==> config.mk <==
export PLATFORM = sky130hd
export DESIGN_NAME = icache_ro_dm_flat
export DESIGN_NICKNAME = d
export VERILOG_FILES = /design/src/rtl/icache_ro_dm_if.sv /design/src/rtl/icache_ro_dm.sv /design/src/flat_wrapper.sv
export SDC_FILE = /design/constraint.sdc
export NUM_CORES = 1
export LEC_CHECK = 0
export ABC_AREA = 1
export CAP_MARGIN = 5
export CORE_ASPECT_RATIO = 0.5
export CORE_MARGIN = 1
export CORE_UTILIZATION = 55
export DETAILED_ROUTE_END_ITERATION = 7
export PLACE_DENSITY = 0.73
export SETUP_SLACK_MARGIN = 0.4
export SKIP_LAST_GASP = 1
export SYNTH_ARGS = -nofsm -noshare
export SYNTH_HDL_FRONTEND = slang
export SYNTH_SLANG_ARGS = --single-unit
export TNS_END_PERCENT = 5
==> constraint.sdc <==
create_clock -name clk -period 10.1 [get_ports clk]
set_clock_uncertainty 0.05 [all_clocks]
set_input_delay 1.01 -clock clk [delete_from_list [all_inputs] [get_ports clk]]
set_output_delay 1.01 -clock clk [all_outputs]
set_load 0.05 [all_outputs]
==> src/rtl/icache_ro_dm_if.sv <==
// icache_ro_dm_if: fetch-side read port and instruction-memory line port of
// the read-only instruction cache, bundled in one interface.
// The cache uses the "slave" modport; the fetch stage and memory model
// together use the "master" modport.
interface icache_ro_dm_if;
    // Fetch stage read port
    logic        p_read;
    logic [29:0] p_addr;
    logic [31:0] p_rdata;
    logic        p_stall;
    // Instruction memory line port
    logic        mem_read;
    logic [27:0] mem_addr;
    logic [127:0] mem_rdata;
    logic        mem_ready;

    modport slave (
        input  p_read,
        input  p_addr,
        output p_rdata,
        output p_stall,
        output mem_read,
        output mem_addr,
        input  mem_rdata,
        input  mem_ready
    );

    modport master (
        output p_read,
        output p_addr,
        input  p_rdata,
        input  p_stall,
        input  mem_read,
        input  mem_addr,
        output mem_rdata,
        output mem_ready
    );
endinterface

==> src/rtl/icache_ro_dm.sv <==
// icache_ro_dm: read-only, direct-mapped instruction cache with 4-word lines.
// Hits are served combinationally in the same cycle. A miss stalls fetch,
// requests the whole line from instruction memory and serves the hit in
// the cycle after the line arrives.
// Optional feature macro: ICACHE_CRITICAL_WORD_EN -- forwards the requested
// word straight from mem_rdata in the mem_ready cycle, saving one stall cycle.
module icache_ro_dm #(
    parameter int SETS = 8
) (
    input  logic              clk,
    input  logic              rst,
    icache_ro_dm_if.slave     bus
);
    localparam int INDEX_W = $clog2(SETS);
    localparam int TAG_W   = 30 - 2 - INDEX_W;

    typedef enum logic {
        IDLE  = 1'b0,
        FETCH = 1'b1
    } state_t;

    // State
    state_t              state_q, state_d;
    logic [27:0]         miss_q, miss_d;     // {tag, index} of the outstanding miss
    logic [SETS-1:0]     valid_q, valid_d;

    // Storage without reset: only meaningful where the valid bit is set
    logic [TAG_W-1:0]    tag_mem  [SETS];
    logic [127:0]        data_mem [SETS];

    // Request decode
    logic [TAG_W-1:0]    req_tag;
    logic [INDEX_W-1:0]  req_index;
    logic [1:0]          req_off;
    logic [127:0]        line_data;
    logic [31:0]         line_word [4];
    logic                hit;

    // Refill target, taken from the latched miss address
    logic                fill_en;
    logic [INDEX_W-1:0]  fill_index;
    logic [TAG_W-1:0]    fill_tag;

    // Combinational outputs
    logic [31:0]         p_rdata_c;
    logic                p_stall_c;
    logic                mem_read_c;

    assign req_tag    = bus.p_addr[29 -: TAG_W];
    assign req_index  = bus.p_addr[2 +: INDEX_W];
    assign req_off    = bus.p_addr[1:0];
    assign line_data  = data_mem[req_index];
    assign hit        = bus.p_read & valid_q[req_index] & (tag_mem[req_index] == req_tag);

    assign fill_index = miss_q[INDEX_W-1:0];
    assign fill_tag   = miss_q[27 -: TAG_W];
    assign fill_en    = (state_q == FETCH) & bus.mem_ready & ~rst;

    genvar gi;
    generate
        for (gi = 0; gi < 4; gi++) begin : g_line_word
            assign line_word[gi] = line_data[32*gi +: 32];
        end
    endgenerate

`ifdef ICACHE_CRITICAL_WORD_EN
    logic [31:0] mem_word [4];
    generate
        for (gi = 0; gi < 4; gi++) begin : g_mem_word
            assign mem_word[gi] = bus.mem_rdata[32*gi +: 32];
        end
    endgenerate
`endif

    // Next-state and output logic of the miss FSM
    always_comb begin
        state_d    = state_q;
        miss_d     = miss_q;
        valid_d    = valid_q;
        p_stall_c  = 1'b0;
        mem_read_c = 1'b0;
        // Gating with hit keeps p_rdata at zero out of reset and on misses.
        p_rdata_c  = hit ? line_word[req_off] : 32'h0;
        case (state_q)
            IDLE: begin
                if (bus.p_read && !hit) begin
                    p_stall_c = 1'b1;
                    miss_d    = bus.p_addr[29:2];
                    state_d   = FETCH;
                end
            end
            FETCH: begin
                p_stall_c  = 1'b1;
                mem_read_c = 1'b1;
                if (bus.mem_ready) begin
                    valid_d[fill_index] = 1'b1;
                    state_d             = IDLE;
`ifdef ICACHE_CRITICAL_WORD_EN
                    // Forward only if fetch is still asking for the missed line.
                    if (bus.p_addr[29:2] == miss_q) begin
                        p_stall_c = 1'b0;
                        p_rdata_c = mem_word[req_off];
                    end
`endif
                end
            end
            default: state_d = IDLE;
        endcase
    end

    // FSM, miss address and valid bits; reset abandons any refill in flight
    always_ff @(posedge clk) begin
        if (rst) begin
            state_q <= IDLE;
            miss_q  <= '0;
            valid_q <= '0;
        end else begin
            state_q <= state_d;
            miss_q  <= miss_d;
            valid_q <= valid_d;
        end
    end

    // Line and tag write on refill completion
    always_ff @(posedge clk) begin
        if (fill_en) begin
            tag_mem[fill_index]  <= fill_tag;
            data_mem[fill_index] <= bus.mem_rdata;
        end
    end

    assign bus.p_rdata  = p_rdata_c;
    assign bus.p_stall  = p_stall_c;
    assign bus.mem_read = mem_read_c;
    assign bus.mem_addr = miss_q;
endmodule

==> src/flat_wrapper.sv <==
// flat-port wrapper written by rule: the top's interface ports become plain ports
module icache_ro_dm_flat 
#(
    parameter int SETS = 8
)
  (clk, rst, bus_p_read, bus_p_addr, bus_p_rdata, bus_p_stall, bus_mem_read, bus_mem_addr, bus_mem_rdata, bus_mem_ready);
  icache_ro_dm_if bus_i ();
  input  logic clk;
  input  logic rst;
  input wire logic [$bits(bus_i.p_read)-1:0] bus_p_read;
  input wire logic [$bits(bus_i.p_addr)-1:0] bus_p_addr;
  output wire logic [$bits(bus_i.p_rdata)-1:0] bus_p_rdata;
  output wire logic [$bits(bus_i.p_stall)-1:0] bus_p_stall;
  output wire logic [$bits(bus_i.mem_read)-1:0] bus_mem_read;
  output wire logic [$bits(bus_i.mem_addr)-1:0] bus_mem_addr;
  input wire logic [$bits(bus_i.mem_rdata)-1:0] bus_mem_rdata;
  input wire logic [$bits(bus_i.mem_ready)-1:0] bus_mem_ready;
  assign bus_i.p_read = bus_p_read;
  assign bus_i.p_addr = bus_p_addr;
  assign bus_p_rdata = bus_i.p_rdata;
  assign bus_p_stall = bus_i.p_stall;
  assign bus_mem_read = bus_i.mem_read;
  assign bus_mem_addr = bus_i.mem_addr;
  assign bus_i.mem_rdata = bus_mem_rdata;
  assign bus_i.mem_ready = bus_mem_ready;
  icache_ro_dm #(.SETS(SETS)) u_core (.clk(clk), .rst(rst), .bus(bus_i));
endmodule
==> results.json, run 1 <==
{
  "htreeDepth": 3,
  "ant_nets": 0,
  "overflow": 0,
  "arrival_ns": 5.73,
  "synth_edf_count": 1224,
  "num_vias": 33754,
  "row_count": 78,
  "synthFlopType": "edfxtp_1",
  "sequential_cell_area_um2": 37500,
  "total_routing_resource_utilization_after_global_routing": 0.275,
  "cts-root-buf": "clkbuf_16",
  "fraction_of_synthesized_cell_area_in_xor_and_xnor_cells": 0,
  "drive_gt1_frac": 0.0624,
  "ys_seq_elements": 1261,
  "gpl.final_weighted_congestion": 0.844,
  "worst_ep_required_time_ns": 9.04,
  "core-area_um2": 91600,
  "finish.net_count": 4450,
  "crit-reg2reg-capture": "u_core.data_mem[6][97]",
  "remaining_drc_errors": 0,
  "synth_nets": 4353,
  "period_share": 0.672,
  "r2r-start": "u_core.state_q",
  "holdCritPathClass": "reg2reg",
  "drtIter0Drc": 4122,
  "tightest_slew_ns": 1.17,
  "grt_first_pass_wirelength_um": 197000,
  "grt_antenna_before_repair": 13,
  "cap_violations": 0,
  "io-pin-count": 224,
  "final_hold_viol_count": 0,
  "netlist_instances": 4191,
  "timing.final.setup_violations": 0,
  "maximum_vdd_ir_drop_mv": 0.147,
  "p_per_area_nw_per_um2": 185,
  "place.detailed.instances": 5420,
  "synth_top_family_by_area": "simple AND/OR/NAND/NOR gates",
  "cts.sink_count": 1261,
  "die_h_um": 218,
  "timing.reg2reg.worst_path_depth": 7,
  "detail_route.vias_per_cell": 6.00,
  "hold_depth": 2,
  "chipWidth_um": 435,
  "cp_cell_sequence": "buf_8 -> buf_12 -> buf_4 -> buf_4 -> a21oi_1 -> a221oi_1 -> o31ai_1 -> nand2_1 -> nand2_1 -> nor3_2 -> clkdlybuf4s50_1",
  "number_of_global_route_vias_before_repair": 32393,
  "ys.warnings.count": 0,
  "synthesized_cell_area_um2": 51500,
  "finalCriticalPeriod_ns": 6.79,
  "outcome": "completed",
  "maxSlewViolCount": 0,
  "dpl_wire_length_um": 69000,
  "area_delta_synth_final_pct": 12.6,
  "complex_gate_fraction_of_the_synthesized_area": 0.0985,
  "drt-total-wl_um": 131000,
  "tritoncts_clock_tree": "built",
  "start_kind": "input port",
  "worstHoldStart": "u_core.valid_q[4]",
  "postCtsHoldBufs": 0,
  "grt_start_max_net_pins": 214,
  "port-buffer-count": 223,
  "combined_area_of_the_multi_input_logic_cells_um2": 11800,
  "maximum_cell_stage_delay_along_the_critical_path_ns": 0.82,
  "yosys.area_share.adder": 0,
  "filler_cell_count": 6654,
  "power.total_mw": 10.7,
  "clockBufferDepth": 3,
  "sequential_fraction_of_the_synthesis_area": 0.728,
  "synth.lib_cells_used.distinct": 34,
  "first_pass_iters": 5,
  "end_kind": "primary output",
  "leakage_nw": 20.5,
  "clk_pin_slew_ns": 0.07,
  "initial_core_util": 0.562,
  "postSynth.asyncResetShare": 0,
  "area_of_the_die_um2": 94900,
  "finalNonFillerCells": 5626,
  "syn_area_per_cell_um2": 12.3,
  "slew_headroom": 0.222,
  "criticalPathCategory": "in2out",
  "post-cts-setup-buffer-count": 0,
  "critPathSlowestCell": "clkdlybuf4s50_1",
  "clock_latency_ns": 0.72,
  "end_of_the_worst_hold_path": "u_core.valid_q[4]",
  "setup_tns_ns": 0,
  "wl_per_cell_um": 23.4,
  "unrepaired_setup_endpoints_after_global_routing": "false",
  "timing.critical_path.fanout_max": 173,
  "cts-buffers-inserted": 106,
  "synth_simple_gate_area_share": 0.130,
  "regToRegSetupSlack_ns": 6.10,
  "achievable-frequency_ghz": 0.147,
  "post_synth_mux_area_share": 0,
  "cts.repair.resized": 0
}
[state kept, by name, indices dropped and copies added (netlist names)]
| name | flops |
|---|---|
| u_core.state_q | 1 |
| u_core.tag_mem | 200 |
| u_core.data_mem | 1024 |
| u_core.bus.mem_addr | 28 |
| u_core.valid_q | 8 |
[critical path: cells and delay by family]
family          cells  cell delay, ns
simple gates        3            0.39
compound gates      3            0.68
buf+inv             5            3.17
[worst max-delay path by stage]
stage                                  endpoint     startpoint
after floorplan           u_core.data_mem[1][0]            rst
after global placement          bus_p_rdata[21]  bus_p_addr[2]
after detailed placement         bus_p_rdata[3]  bus_p_addr[2]
after CTS                        bus_p_rdata[3]  bus_p_addr[2]
after global routing             bus_p_rdata[4]  bus_p_addr[2]
final                            bus_p_rdata[3]  bus_p_addr[2]
[cells in the mapped netlist, types with 31 or more instances]
library cell  number  area, µm²
nor2_1           171        642
buf_2            136        681
clkbuf_1          84        315
inv_1            212        796
dfxtp_1           37        741
edfxtp_1        1224      36800
o311ai_1          31        272
o31ai_1           52        390
nand3_1          166        831
nand2_1         1224       4590
a21oi_1          407       2040
a221oi_1          52        455
nand4_1           31        194
a32o_1            75        751
a22oi_1           62        465
[logic make-up (layout without fill, tap and decap cells)]
logic type,after synthesis,count (layout)
compound gates,784,784
buf+inv,505,688
flops,1261,1261
other cells,0,12
simple gates,1641,1641
[cell type report]
cell class | count | area share
Inverter | 224 | 0.0150
Clock inverter | 74 | 0.0135
Antenna cell | 12 | 0.000518
Multi-Input combinational cell | 2425 | 0.204
Sequential cell | 1261 | 0.647
Clock buffer | 120 | 0.0470
Tap cell | 1240 | 0.0268
Timing Repair Buffer | 270 | 0.0468
[per-layer routing]
metal | share of wire | GRT usage | routed length (µm) | vias up
li1 | - | - | - | 15268
met2 | 0.48 | 0.445 | 63200 | 1538
met5 | 0 | 0 | 0 | -
met1 | 0.41 | 0.378 | 53500 | 16707
met4 | 0.034 | 0.106 | 4510 | 0
met3 | 0.078 | 0.0449 | 10300 | 241
[stage by stage]
step	instance area (µm²)	util	hold WS, ns	worst slack (ns)
4_1_cts	58000	0.632	0.416	3.51
3_3_place_gp	54400	0.594	0.388	3.62
6_report	58000	0.633	0.417	3.31
3_5_place_dp	54400	0.594	0.399	3.52
2_1_floorplan	51500	-	0.373	1.57
5_1_grt	58000	0.633	0.458	3.19
[placed cells by master (no fill, tap or decap), drive strengths merged, types with 2 or more instances in the layout]
master         netlist  final
a21oi              407    407
a221oi              52     52
a22oi               62     62
a32o                75     75
buf                197     52
bufinv               0     15
clkbuf              84    120
clkdlybuf4s50        0    218
clkinv               0     49
clkinvlp             0      6
dfxtp               37     37
diode                0     12
edfxtp            1224   1224
inv                224    228
nand2             1234   1234
nand3              167    167
nand4               31     31
nor2               171    171
nor3                34     34
nor4                 2      2
o2111ai              3      3
o211ai              25     25
o21ai               47     47
o221ai               7      7
o22ai                5      5
o311ai              49     49
o31ai               52     52
[where the power goes]
part	total (mW)	internal [mW]	leakage [nW]	switching, mW
clock network	4.19	2.33	1.71	1.87
logic	0.751	0.231	7.40	0.520
registers	5.80	5.77	11.3	0.0284
total	10.7	8.33	20.5	2.41
Power figures use the tool's default switching activity.
==> inputs of run 2 (changes only) <==
==> constraint.sdc (replaced) <==
create_clock -name clk -period 6.3 [get_ports clk]
set_clock_uncertainty 0.05 [all_clocks]
set_input_delay 0.63 -clock clk [delete_from_list [all_inputs] [get_ports clk]]
set_output_delay 0.63 -clock clk [all_outputs]
set_load 0.05 [all_outputs]
==> run 2 against run 1 <==
Effect of this change:
- worst hold slack better by 0.00090 ns
- final cell count is 0.37% higher
- worst setup slack worse by 2.0 ns
- sequential share of layout area is 0.38 points lower
- largest cell class unchanged
- critical path depth is 3 higher
- largest power group unchanged
- combinational power is 61% higher
==> results.json, run 2 (synthesis gave the netlist of run 1 again) <==
{
  "die_h_um": 218,
  "io-pin-count": 224,
  "period_share": 0.793,
  "htreeDepth": 3,
  "timing.reg2reg.worst_path_depth": 15,
  "criticalPathCategory": "in2out",
  "cts.sink_count": 1261,
  "ant_nets": 0,
  "post-cts-setup-buffer-count": 0,
  "clock_latency_ns": 0.72,
  "critPathSlowestCell": "buf_4",
  "layout.cell_area.non_filler_um2": 58300,
  "regToRegSetupSlack_ns": 2.96,
  "overflow": 0,
  "end_kind": "primary output",
  "largest_register": "u_core.data_mem",
  "gpl.final_weighted_congestion": 0.881,
  "timing.final.setup_violations": 0,
  "r2r-start": "u_core.tag_mem[6][24]",
  "maximum_cell_stage_delay_along_the_critical_path_ns": 0.74,
  "tightest_slew_ns": 1.21,
  "layout_common_cells": "nand2_1, edfxtp_1, a21oi_1",
  "chipWidth_um": 435,
  "drtIter0Drc": 4181,
  "remaining_drc_errors": 0,
  "worst_ep_required_time_ns": 5.62,
  "cts.repair.resized": 0,
  "achievable-frequency_ghz": 0.200,
  "slew_headroom": 0.195,
  "p_per_area_nw_per_um2": 293,
  "leakage_nw": 20.6,
  "area_of_the_die_um2": 94900,
  "postCtsHoldBufs": 0,
  "maxSlewViolCount": 0,
  "cts-root-buf": "clkbuf_16",
  "setup_tns_ns": 0,
  "cp_cell_sequence": "buf_8 -> buf_4 -> nor2_1 -> nor2_1 -> o21ai_1 -> nand3_1 -> nand2_1 -> nand2_1 -> nand3_1 -> nor3_1 -> nand3_2 -> buf_4 -> nor3b_1 -> buf_12",
  "post_place_instance_area_um2": 54900,
  "total_routing_resource_utilization_after_global_routing": 0.275,
  "finish.net_count": 4459,
  "maximum_vdd_ir_drop_mv": 0.199,
  "final_core_util": 0.636,
  "drive_gt1_frac": 0.0713,
  "cap_violations": 0,
  "power.total_mw": 17.1,
  "hold_depth": 2,
  "port-buffer-count": 223,
  "holdCritPathClass": "reg2reg",
  "start_kind": "input port",
  "initial_core_util": 0.562,
  "first_pass_iters": 5,
  "clockBufferDepth": 3,
  "startpoint": "bus_p_addr[2]",
  "detail_route.vias_per_cell": 6.00,
  "cts-buffers-inserted": 107,
  "post_route_worst_setup_slack_ns": 1.30,
  "filler_cell_count": 6555,
  "largest_reg_flops": 1024,
  "unrepaired_setup_endpoints_after_global_routing": "false",
  "outcome": "completed",
  "dpl_wire_length_um": 68300,
  "tritoncts_clock_tree": "built",
  "place.detailed.instances": 5428,
  "number_of_global_route_vias_before_repair": 32810,
  "finalNonFillerCells": 5647,
  "timing.hold.ws_ns": 0.418,
  "worstHoldStart": "u_core.valid_q[3]",
  "area_delta_synth_final_pct": 13.3,
  "end_of_the_worst_hold_path": "u_core.valid_q[3]",
  "drt-total-wl_um": 131000,
  "timing.critical_path.fanout_max": 142,
  "clk_pin_slew_ns": 0.07,
  "grt_first_pass_wirelength_um": 198000,
  "arrival_ns": 4.32,
  "core-area_um2": 91600,
  "final_hold_viol_count": 0,
  "num_vias": 33886,
  "row_count": 78,
  "finalCriticalPeriod_ns": 5.00,
  "placement.setup.worst_slack_ns": 1.27,
  "grt_antenna_before_repair": 23,
  "wl_per_cell_um": 23.2,
  "grt_start_max_net_pins": 210,
  "crit-reg2reg-capture": "u_core.bus.mem_addr[7]"
}
==> run 2: cell count changes in the layout (fill, tap and decap cells not counted), moves of 3 or more <==
cell,change
clkbuf_1,+14
clkdlybuf4s50_1,-33
buf_12,+34
buf_4,+7
diode_2,+7
inv_16,-3
bufinv_16,-6
clkbuf_8,+8
clkinv_1,-7
==> run 2: routing by layer <==
metal	GRT usage	wire, µm	up-vias
met3	0.0437	11200	233
met5	0	27	-
met1	0.374	52400	16648
li1	-	-	15281
met4	0.114	4300	4
met2	0.446	63300	1720
==> run 2: how the worst max path moves through the flow <==
stage,end,slack (ns),depth (start not counted)
after global placement,bus_p_rdata[30],1.34,14
after CTS,bus_p_rdata[30],1.24,14
after global routing,bus_p_rdata[30],1.05,14
after detailed placement,bus_p_rdata[30],1.27,14
final,bus_p_rdata[30],1.30,14
after floorplan,u_core.data_mem[1][0],-2.03,4
==> run 2: report_power, final <==
group / switching, mW / internal, mW
Clock: 2.97 / 3.62
Sequential: 0.0469 / 9.26
Combinational: 0.833 / 0.374
==> run 2: cell type report <==
type,count,area (µm²),share of cell area
sequential,1261,37500,0.643
multi-input combinational,2425,11800,0.203
timing repair buffer,278,3120,0.0534
clock buffer,143,2910,0.0500
tap,1240,1550,0.0266
inverter,224,867,0.0149
clock inverter,57,515,0.00884
antenna,19,47.5,0.000815
==> run 2: worst max-delay path: cells and delay by family <==
| family | cells | cell delay (ns) |
|---|---|---|
| AOI/OAI and AO/OA | 1 | 0.09 |
| and+or+nand+nor | 9 | 1.49 |
| buffers and inverters | 4 | 1.89 |
